--- config.mk ---
export PLATFORM = sky130hd
export DESIGN_NAME = pc_seq
export DESIGN_NICKNAME = d
export VERILOG_FILES = /design/src/rtl/pc_seq_pkg.sv /design/src/rtl/sat_cnt.sv /design/src/rtl/pc_seq.sv
export SDC_FILE = /design/constraint.sdc
export NUM_CORES = 1
export LEC_CHECK = 0
export BUFFER_PORTS_ARGS = -buffer_cell sky130_fd_sc_hd__buf_2
export CAP_MARGIN = 20
export CORE_MARGIN = 5
export CORE_UTILIZATION = 50
export CTS_CLUSTER_DIAMETER = 60
export DETAILED_ROUTE_END_ITERATION = 12
export HOLD_SLACK_MARGIN = 0.05
export PLACE_DENSITY = 0.8
export SYNTH_ARGS = -nofsm -noshare
export SYNTH_HDL_FRONTEND = slang
export SYNTH_HIERARCHICAL = 1
export SYNTH_SLANG_ARGS = --single-unit
--- constraint.sdc ---
create_clock -name i_clk -period 3 [get_ports i_clk]
set_clock_uncertainty 0.2 [all_clocks]
set_input_delay 0.15 -clock i_clk [delete_from_list [all_inputs] [get_ports i_clk]]
set_output_delay 0.15 -clock i_clk [all_outputs]
set_load 0.02 [all_outputs]
--- src/rtl/pc_seq_pkg.sv ---
`default_nettype none
// ============================================================================
// Module      : pc_seq_pkg
// Description : Shared types and constants for the PC sequencer: FSM state
//               encoding, PC increment, default reset address and the
//               redirect-target alignment helper.
// Macro       : PC_MISALIGN_TRAP_EN selects 2-byte (trap on bit 1) vs
//               4-byte target alignment.
// Revision    : 1.0 - initial release
// ============================================================================
package pc_seq_pkg;

   typedef enum logic [1:0] {
      ST_BOOT  = 2'd0,
      ST_RUN   = 2'd1,
      ST_FLUSH = 2'd2,
      ST_TRAP  = 2'd3
   } pc_state_e;

   localparam logic [31:0] PC_INC            = 32'd4;
   localparam logic [31:0] PC_RESET_ADDR_DEF = 32'h0000_0000;

   // Bits cleared from a redirect target before it is loaded into the PC.
   function automatic logic [31:0] align_target(input logic [31:0] target);
`ifdef PC_MISALIGN_TRAP_EN
      return {target[31:1], 1'b0};
`else
      return {target[31:2], 2'b00};
`endif
   endfunction

endpackage : pc_seq_pkg
`default_nettype wire

--- src/rtl/sat_cnt.sv ---
`default_nettype none
// ============================================================================
// Module      : sat_cnt
// Description : Saturating up-counter with synchronous clear. Stops at
//               all-ones and never wraps.
// Ports       : i_clk  - clock
//               i_clr  - synchronous clear (highest priority)
//               i_inc  - increment request
//               o_cnt  - current count
// Revision    : 1.0 - initial release
// ============================================================================
module sat_cnt #(
   parameter int WIDTH = 16
) (
   input  logic             i_clk,
   input  logic             i_clr,
   input  logic             i_inc,
   output logic [WIDTH-1:0] o_cnt
);

   logic [WIDTH-1:0] cnt_q;
   logic [WIDTH-1:0] cnt_d;

   always_comb begin
      cnt_d = cnt_q;
      if (i_clr) begin
         cnt_d = '0;
      end else if (i_inc && (cnt_q != '1)) begin
         cnt_d = cnt_q + WIDTH'(1);
      end
   end

   always_ff @(posedge i_clk) begin
      cnt_q <= cnt_d;
   end

   assign o_cnt = cnt_q;

endmodule : sat_cnt
`default_nettype wire

--- src/rtl/pc_seq.sv ---
`default_nettype none
// ============================================================================
// Module      : pc_seq
// Description : Program-counter sequencer. Produces the fetch address each
//               cycle, advancing by 4, holding on stall, and redirecting on
//               request with a one-cycle flush bubble. Counts accepted
//               redirects with a saturating counter.
// Macro       : PC_MISALIGN_TRAP_EN - when defined, targets keep bit 1 and a
//               target with bit 1 set enters a sticky TRAP state instead of
//               redirecting. When undefined, targets are word-aligned and
//               o_trap is tied low.
// Ports       : i_clk, i_rst        - clock, synchronous active-high reset
//               i_jump_cntr/i_target - redirect request and target address
//               i_stall              - hold request
//               o_pc / o_pc_plus4    - fetch address and fetch address + 4
//               o_valid / o_flush    - live fetch / squash younger work
//               o_trap               - misaligned-target trap
//               o_redirect_cnt       - accepted redirects (saturating)
// Revision    : 1.0 - initial release
// ============================================================================
module pc_seq
   import pc_seq_pkg::*;
#(
   parameter logic [31:0] RESET_ADDR = PC_RESET_ADDR_DEF,
   parameter int          CNT_W      = 16
) (
   input  logic             i_clk,
   input  logic             i_rst,
   input  logic             i_jump_cntr,
   input  logic [31:0]      i_target,
   input  logic             i_stall,
   output logic [31:0]      o_pc,
   output logic [31:0]      o_pc_plus4,
   output logic             o_valid,
   output logic             o_flush,
   output logic             o_trap,
   output logic [CNT_W-1:0] o_redirect_cnt
);

   pc_state_e   state_q, state_d;
   logic [31:0] pc_q, pc_d;
   logic        valid_q, valid_d;
   logic        flush_q, flush_d;
   // Set by reset so BOOT is held for one full cycle after reset release.
   logic        boot_wait_q, boot_wait_d;
   logic        cnt_inc;
   logic [31:0] w_target;
   logic        w_misalign;

   assign w_target = align_target(i_target);

`ifdef PC_MISALIGN_TRAP_EN
   assign w_misalign = i_target[1];
`else
   assign w_misalign = 1'b0;
`endif

   // ---------------------------------------------------------------- state reg
   always_ff @(posedge i_clk) begin
      if (i_rst) begin
         state_q     <= ST_BOOT;
         boot_wait_q <= 1'b1;
         pc_q        <= RESET_ADDR;
         valid_q     <= 1'b0;
         flush_q     <= 1'b0;
      end else begin
         state_q     <= state_d;
         boot_wait_q <= boot_wait_d;
         pc_q        <= pc_d;
         valid_q     <= valid_d;
         flush_q     <= flush_d;
      end
   end

   // --------------------------------------------------------------- next state
   always_comb begin
      state_d     = state_q;
      boot_wait_d = 1'b0;
      case (state_q)
         ST_BOOT:  if (!boot_wait_q) state_d = ST_RUN;
         ST_RUN:   if (i_jump_cntr) state_d = w_misalign ? ST_TRAP : ST_FLUSH;
         ST_FLUSH: state_d = ST_RUN;
         ST_TRAP:  state_d = ST_TRAP;
         default:  state_d = ST_BOOT;
      endcase
   end

   // ------------------------------------------------------------------ outputs
   // Computes the values the registered outputs take after this edge.
   always_comb begin
      pc_d    = pc_q;
      valid_d = 1'b0;
      flush_d = 1'b0;
      cnt_inc = 1'b0;
      case (state_q)
         ST_BOOT: begin
            pc_d    = RESET_ADDR;
            valid_d = !boot_wait_q;
         end
         ST_RUN: begin
            if (i_jump_cntr) begin
               // Redirect beats stall; flush is raised for both the
               // normal redirect and the first trap cycle.
               pc_d    = w_target;
               flush_d = 1'b1;
               cnt_inc = !w_misalign;
            end else if (i_stall) begin
               valid_d = 1'b1;
            end else begin
               pc_d    = pc_q + PC_INC;
               valid_d = 1'b1;
            end
         end
         ST_FLUSH: valid_d = 1'b1;
         ST_TRAP:  valid_d = 1'b0;
         default:  valid_d = 1'b0;
      endcase
   end

`ifdef PC_MISALIGN_TRAP_EN
   logic trap_q;

   always_ff @(posedge i_clk) begin
      if (i_rst) begin
         trap_q <= 1'b0;
      end else if (state_q == ST_RUN && i_jump_cntr && w_misalign) begin
         trap_q <= 1'b1;
      end
   end

   assign o_trap = trap_q;
`else
   assign o_trap = 1'b0;
`endif

   sat_cnt #(
      .WIDTH (CNT_W)
   ) u_redirect_cnt (
      .i_clk (i_clk),
      .i_clr (i_rst),
      .i_inc (cnt_inc),
      .o_cnt (o_redirect_cnt)
   );

   assign o_pc       = pc_q;
   assign o_pc_plus4 = pc_q + PC_INC;
   assign o_valid    = valid_q;
   assign o_flush    = flush_q;

endmodule : pc_seq
`default_nettype wire

==> results of run 1 <==
-- metal layers --
layer,GRT usage (%),up-vias,part of all wire [%]
li1,-,1838,-
met1,31.8,1815,42
met2,41.2,220,47
met3,5.16,26,9.1
met4,8.54,0,2.2
met5,0,-,0
-- report_power, final --
part           internal (mW)  total, mW  switching, mW  leakage (nW)
Sequential             0.698      0.735         0.0374         0.414
Combinational          0.115      0.287          0.172          1.44
Clock                  0.252      0.515          0.263        0.0548
Total                   1.06       1.54          0.472          1.91
-- metrics by stage --
step                setup WS (ns)  cells
finish                      0.227    629
global route               0.0593    629
CTS                         0.251    629
detailed placement          0.613    595
global placement            0.679    595
floorplan                   0.591    433
-- state kept, by name, indices dropped and copies added, names as in the netlist --
| register | count |
|---|---|
| boot_wait_q | 1 |
| o_flush | 1 |
| o_pc | 30 |
| o_valid | 1 |
| state_q | 2 |
| u_redirect_cnt/o_cnt | 16 |
-- cell usage in the layout (no fill, tap or decap), drive strengths merged, types with 2 or more instances in the layout --
cell         count
o22ai            6
o21a             3
a21o             3
a31oi            7
nor4             9
o21ai           23
nand3b           3
nand3           25
mux2i            6
a22oi            7
nor3            16
nand2           28
nor3b            3
inv             13
a221oi           4
dfxtp           51
clkbuf           5
o32ai            3
nor2b            3
buf            120
xnor2           21
o31ai            6
and3            15
a32oi            2
or4             10
a22o             3
nand2b           2
nand4           17
and4             8
ha               2
dlygate4sd3     26
conb             5
a21oi           30
or3              4
and2             2
xor2             7
nor2            39
-- layout make-up --
| type | instances | area (sq um) |
|---|---|---|
| sequential | 51 | 1020 |
| fill | 551 | 2130 |
| clock inverter | 3 | 46.3 |
| inverter | 12 | 45.0 |
| clock buffer | 5 | 68.8 |
| timing repair buffer | 146 | 883 |
| tap | 77 | 96.3 |
| multi-input combinational | 335 | 2130 |
-- cell families after synthesis --
family | share of synthesized area, %
xor+xnor | 7.36
fa+ha+maj | 0.751
flops | 30.6
mux | 2.14
other cells | 0.113
buf+inv | 6.12
compound gates | 19.7
simple gates | 33.2
-- cell usage after synthesis (5+ instances only) --
cell type,number,area share [%]
nand3_1,25,3.8
nor4_1,6,1.1
nand4_1,14,2.6
nor3_1,16,2.4
inv_1,12,1.4
a31oi_1,7,1.3
o22ai_1,6,1.1
and4_1,8,2.1
o31ai_1,6,1.4
mux2i_1,6,1.8
a21oi_1,30,4.5
xor2_1,7,1.8
dfxtp_1,51,31
o21ai_0,23,3.5
xnor2_1,21,5.5
buf_4,5,1.1
nand2_1,27,3.0
a22oi_1,7,1.6
or4_1,9,2.0
nor2_1,38,4.3
and3_1,15,2.8
buf_2,7,1.1
clkbuf_1,22,2.5
-- worst max-delay path: cells and delay by family, from the launching register on --
family / cells / cell delay, ns
buffers and inverters: 1 / 0.16
AND/OR/NAND/NOR: 4 / 1.43
flip-flops: 1 / 0.52
-- how the worst max path moves through the flow --
stage	startpoint	slack, ns	depth (start not counted)	to
floorplan	o_pc[3]$_SDFFE_PP0N_	0.59	5	o_pc_plus4[24]
global route	o_pc[4]$_SDFFE_PP0N_	0.06	5	o_pc_plus4[31]
detailed placement	o_pc[4]$_SDFFE_PP0N_	0.61	5	o_pc_plus4[17]
CTS	o_pc[4]$_SDFFE_PP0N_	0.25	5	o_pc_plus4[17]
global placement	o_pc[6]$_SDFFE_PP0N_	0.68	5	o_pc_plus4[21]
finish	o_pc[4]$_SDFFE_PP0N_	0.23	5	o_pc_plus4[17]
==> results.md, run 1 <==
- Status: complete, no violations
- Setup TNS: 0 ns
- CP Data Arrival Time: 2.42 ns
- Die H: 91.6 um
- Initial antenna violation count: 0
- Largest net degree at the start of global routing: 33
- Maximum vdd ir drop: 208 uV
- Total wire length: 10700 um
- Period utilization: 92.4%
- Number of global-route vias before repair: 3670
- Num CTS Buffers: 5
- Overflow after GRT: 0
- Remaining DRCs: 0
- CTS Sinks: 51
- Nets: 589
- Worst-Skew Late Latency: 0.32 ns
- Top_reg_cell synth: dfxtp_1
- Worst setup SP type: register
- 1st-iter DRT viols: 260
- Pwr Density: 358 nW/um^2
- Worst hold path depth: 4
- Clk slew on worst S/H paths: 0.11 ns
- DR vias/cell: 6.20
- Placed cell areas: 3920 sq um
- CTS tree: yes
- Antenna diodes: 0
- # port buffers: 111
- Fin. Hold Viols: 0
- GR Util All Layers: 24.7%
- EDFF count, synth: 0
- Row count: 29
- Global-route wire length before repair: 17400 um
- #FFs+latches synth: 51
- Post-CTS Setup Bufs: 0
- First-pass iteration count of the detailed router: 7
- Design Area, Final: 4290 sq um
- H-tree levels: 2
- Hold endpoint: o_pc[31]$_SDFFE_PP0N_
- Worst Max-Slew Pin Slew: 0.759 ns
- Total number of vias: 3899
- RSZ-0062 raised after global routing: false
- Synth async-reset ratio: 0%
- Fmax achieved: 361 MHz
- Util after Layout: 66.8%
- R2R depth: 5
- Gate Count Post-Synth: 429
- Required @ worst endpoint: 2.65 ns
- Worst path slowest cell: or4_1
- Sequential-to-total area share from yosys stat: 30.6%
- Die ar.: 8400 sq um
- DR WL/cell: 17.0 um
- Tot Pwr: 1.54 mW
- Die width: 91.6 um
- Reg2reg end: o_pc[17]$_SDFFE_PP0N_
- Post_cts resized: 0
- Crit Path Class: register to output pin
- Final Setup Violations: 0
- Syn. warnings: 6
- Starting Density: 51.9%
- Min-delay src: i_target[31]
- Largest stage delay, worst path: 0.68 ns
- Layout cell share with drive strength beyond 1: 25.7%
- Root Buffer: clkbuf_8
- Detailed Place HPWL: 7330 um
- Start of the worst register-to-register path: o_pc[4]$_SDFFE_PP0N_
- Synthesized area per cell: 7.77 sq um
- Hold Path Class: input port to register
- Core area: 6420 sq um
- Final min period: 2.77 ns
- Max-cap check violation count: 0
- Remaining antenna violation count: 0
- Final hold slack: 0.0517 ns
- CP Cell Sequence: nand4_1 -> or4_1 -> or3_1 -> nand2_1 -> buf_2
- Crit Path Max Fanout: 10
- Mapped Area: 3330 sq um
- Number of distinct library cells after synthesis: 57
- I/O pin count: 119
- GPL Wtd Cong: 0.879
- Pleak: 1.91 nW
- R2R setup slack: 0.67 ns
- Layout area overhead: 28.8%
- Slew headroom: 49.4%
- Clock Tree Buf Depth: 2
- Cts hold-fix bufs: 26
- Setup crit end kind: output pin
- Slew Limit Fails: 0
No activity file was read; power rests on OpenSTA's default activity.
==> inputs of run 2 (changes only) <==
--- a/config.mk
+++ b/config.mk
@@ -5,13 +5,14 @@
 export SDC_FILE = /design/constraint.sdc
 export NUM_CORES = 1
 export LEC_CHECK = 0
+export ABC_AREA = 1
 export BUFFER_PORTS_ARGS = -buffer_cell sky130_fd_sc_hd__buf_2
 export CAP_MARGIN = 20
 export CORE_MARGIN = 5
 export CORE_UTILIZATION = 50
-export CTS_CLUSTER_DIAMETER = 60
 export DETAILED_ROUTE_END_ITERATION = 12
 export HOLD_SLACK_MARGIN = 0.05
+export MAX_ROUTING_LAYER = met4
 export PLACE_DENSITY = 0.8
 export SYNTH_ARGS = -nofsm -noshare
 export SYNTH_HDL_FRONTEND = slang
==> results.md, run 2 <==
- Status: complete, no violations
- Crit Path Max Fanout: 5 (-5)
- Largest net degree at the start of global routing: 35 (+6.1%)
- Die ar.: 8350 sq um (-0.50%)
- Most common cell after layout, fill and taps aside: nand2_1
- Required @ worst endpoint: 2.65 ns (about the same)
- Net Sw Power: 0.515 mW (+9.0%)
- Leading area contributor after synthesis: dfxtp_1
- Layout cell share with drive strength beyond 1: 26.3% (+0.62 points)
- Starting Density: 51.9% (about the same)
- Worst Path Buf+Inv: 1 (unchanged)
- Tot Pwr: 1.57 mW (+2.5%)
- Row count: 29 (unchanged)
- DR vias/cell: 5.32 (-14%)
- Total number of vias: 3862 (-0.95%)
- Commonest cells in the netlist: nand2_1 (149), nor2_1 (65), a21oi_1 (63)
- Flip-flop count of the largest register after layout: 30 (unchanged)
- Synth async-reset ratio: 0% (unchanged)
- Initial antenna violation count: 0 (unchanged)
- Mapped Area: 3310 sq um (-0.56%)
- Post-CTS Setup Bufs: 0 (unchanged)
- Sequential-to-total area share from yosys stat: 30.8% (+0.17 points)
- Setup crit end kind: output pin
- Number of global-route vias before repair: 3635 (-0.95%)
- Placed cells: 686 (+15%)
- Met2 global-route usage: 39.4% (-1.8 points)
- Clock network fraction of total power: 28.6% (-4.9 points)
- Worst path slowest cell: dfxtp_1
- Final Setup Violations: 0 (unchanged)
- Synth top area share: 30.8% (+0.17 points)
- Busiest grt layer: met2
- Fmax achieved: 435 MHz (+21%)
- Remaining antenna violation count: 0 (unchanged)
- Util after Layout: 67.8% (+0.93 points)
- Die width: 91.4 um (-0.25%)
- Adder-Cell Fraction of Synth Area: 0.755% (+0.0043 points)
- CTS Sinks: 51 (unchanged)
- Family with the most delay on the worst path: simple AND/OR/NAND/NOR gates
- CP Cell Sequence: ha_1 -> nand2_1 -> nor2_4 -> nand2_4 -> nor2_4 -> nand3_1 -> and2_1 -> buf_2
- Pre-CTS setup slack: 1.08 ns (+0.470 ns)
- Slew Limit Fails: 0 (unchanged)
- Largest stage delay, worst path: 0.41 ns (-0.27 ns)
- XOR/XNOR share of the synthesized area: 5.55% (-1.8 points)
- Detailed Place HPWL: 6920 um (-5.6%)
- Global-route track usage on met3: 5.37% (+0.22 points)
- Slew headroom: 44.1% (-5.3 points)
- RSZ-0062 raised after global routing: false
- Pleak: 1.94 nW (+1.4%)
- Worst Max-Slew Pin Slew: 0.838 ns (+0.0793 ns)
- Max-cap check violation count: 0 (unchanged)
- CTS tree: yes
- Sequential power share: 48.3% (+0.5 points)
- GR Util All Layers: 24.1% (-0.68 points)
- Clock Tree Buf Depth: 2 (unchanged)
- Synthesized area per cell: 6.48 sq um (-17%)
- Final min period: 2.30 ns (-0.473 ns)
- Final hold slack: 0.203 ns (+0.151 ns)
- I/O pin count: 119 (unchanged)
- # port buffers: 111 (unchanged)
- Maximum vdd ir drop: 244 uV (+17%)
- Gate Count Post-Synth: 511 (+19%)
- Final cell count without fillers: 726 (+15%)
- Remaining DRCs: 0 (unchanged)
- Most common cell in the synthesized netlist: nand2_1
- Worst setup SP type: register
- Num CTS Buffers: 5 (unchanged)
- Setup TNS: 0 ns (unchanged)
- Placed cell areas: 3900 sq um (-0.35%)
- GR Layer Usage met1: 30.0% (-1.8 points)
- Gate power share: 23.2% (+4.5 points)
- Net Sw Frac: 32.7% (+2.0 points)
- Nets: 686 (+16%)
- Top_reg_cell synth: dfxtp_1
- Number of distinct library cells after synthesis: 32 (-44%)
- 1st-iter DRT viols: 237 (-8.8%)
- Clk slew on worst S/H paths: 0.09 ns (-0.02 ns)
- Total wire length: 9840 um (-8.0%)
- Crit Path Class: register to output pin
- H-tree levels: 2 (unchanged)
- Hold Path Class: input port to register
- Post-synthesis compound-gate area fraction: 15.0% (-4.8 points)
- Cell mode on critical path: nor2_4
- Core area: 6390 sq um (-0.57%)
- Pwr Density: 364 nW/um^2 (+1.6%)
- Overflow after GRT: 0 (unchanged)
- Design Area, Final: 4330 sq um (+0.82%)
- Antenna diodes: 0 (unchanged)
- Die H: 91.4 um (-0.25%)
- Period utilization: 76.7% (-16 points)
- #FFs+latches synth: 51 (unchanged)
- Synth Area in Simple Gates: 40.9% (+7.7 points)
- Most frequent cells in the layout: nand2_1 (149), buf_2 (111), nor2_1 (65)
- Worst-Skew Late Latency: 0.31 ns (about the same)
- EDFF count, synth: 0 (unchanged)
- Root Buffer: clkbuf_8
- First-pass iteration count of the detailed router: 5 (-2)
- GPL Wtd Cong: 0.924 (+5.1%)
- Largest family of logic cells by synthesized area: simple AND/OR/NAND/NOR gates
- Global-route wire length before repair: 16700 um (-4.0%)
- Layout area overhead: 30.6%
- Fin. Hold Viols: 0 (unchanged)
- Final worst slack: 0.700 ns (+0.473 ns)
- Mux contribution to synthesized area: 0% (-2.1 points)
- Pint: 1.06 mW (-0.44%)
- Top cells by area, synth: dfxtp_1 (31%), nand2_1 (17%), a21oi_1 (9.5%), nor2_1 (7.4%), o21ai_0 (4.5%)
- CP Data Arrival Time: 1.95 ns (-0.47 ns)
- Syn. warnings: 6 (unchanged)
- DR WL/cell: 13.6 um (-20%)
==> run 2: cell count changes after synthesis, moves of 8 or more <==
cell / change
nand2_1: +122
a21oi_1: +33
nor2_1: +27
inv_1: +19
xnor2_1: -16
and3_1: -15
clkbuf_1: -15
nor2_2: +14
nor3_1: -14
nor2_4: +11
nand4_1: -10
or4_1: -9
and4_1: -8
nand2_2: +8
==> run 2: cell type report <==
class	instances	area, sq um
inverters	33	124
fillers	563	2060
repair buffers	146	898
clock inverters	1	7.51
flip-flops and latches	51	1020
well taps	77	96.3
clock buffers	7	96.3
multi-input cells	411	2080
==> run 2: power groups by stage <==
stage	registers (mW)	clock network (mW)	logic, mW
floorplan	0.803	0	0.184
CTS	0.758	0.460	0.360
global route	0.767	0.489	0.397
detailed placement	0.774	0	0.327
global placement	0.773	0	0.323
finish	0.760	0.450	0.365
==> run 2: path summary, 6_finish.rpt <==
path | from | end | slack [ns] | cells after the start
max | o_pc[3]$_SDFFE_PP0N_ | o_pc_plus4[22] | 0.70 | 8
min | i_stall | o_pc[2]$_SDFFE_PP0N_ | 0.20 | 4
max reg2reg | state_q[1]$_SDFFE_PP0P_ | u_redirect_cnt/o_cnt[13]$_SDFFE_PP0P_ | 1.07 | 9
min reg2reg | u_redirect_cnt/o_cnt[1]$_SDFFE_PP0P_ | u_redirect_cnt/o_cnt[1]$_SDFFE_PP0P_ | 0.33 | 2
==> run 2: cells by family after synthesis <==
| logic type | after synthesis |
|---|---|
| buffers and inverters | 53 |
| AOI/OAI and AO/OA | 97 |
| other | 1 |
| xor gates and xnor gates | 15 |
| DFF | 51 |
| adders and majority gates | 2 |
| and+or+nand+nor | 292 |
==> run 2: layer usage <==
layer | up-vias | part of all wire (%)
met5 | - | 0
met4 | 0 | 1.3
met3 | 14 | 8.7
met2 | 174 | 47
met1 | 1769 | 43
li1 | 1905 | -
==> run 2: what timing repair did <==
action,4_1_cts,5_1_grt
hold endpoints to repair,34,0
gates resized for setup,0,0
hold buffers,32,0
==> run 2: tightest hold or removal path, stage by stage <==
cell     delay [ns]
buf_2          0.09
a21oi_2        0.05
buf_4          0.23
a21oi_1        0.15
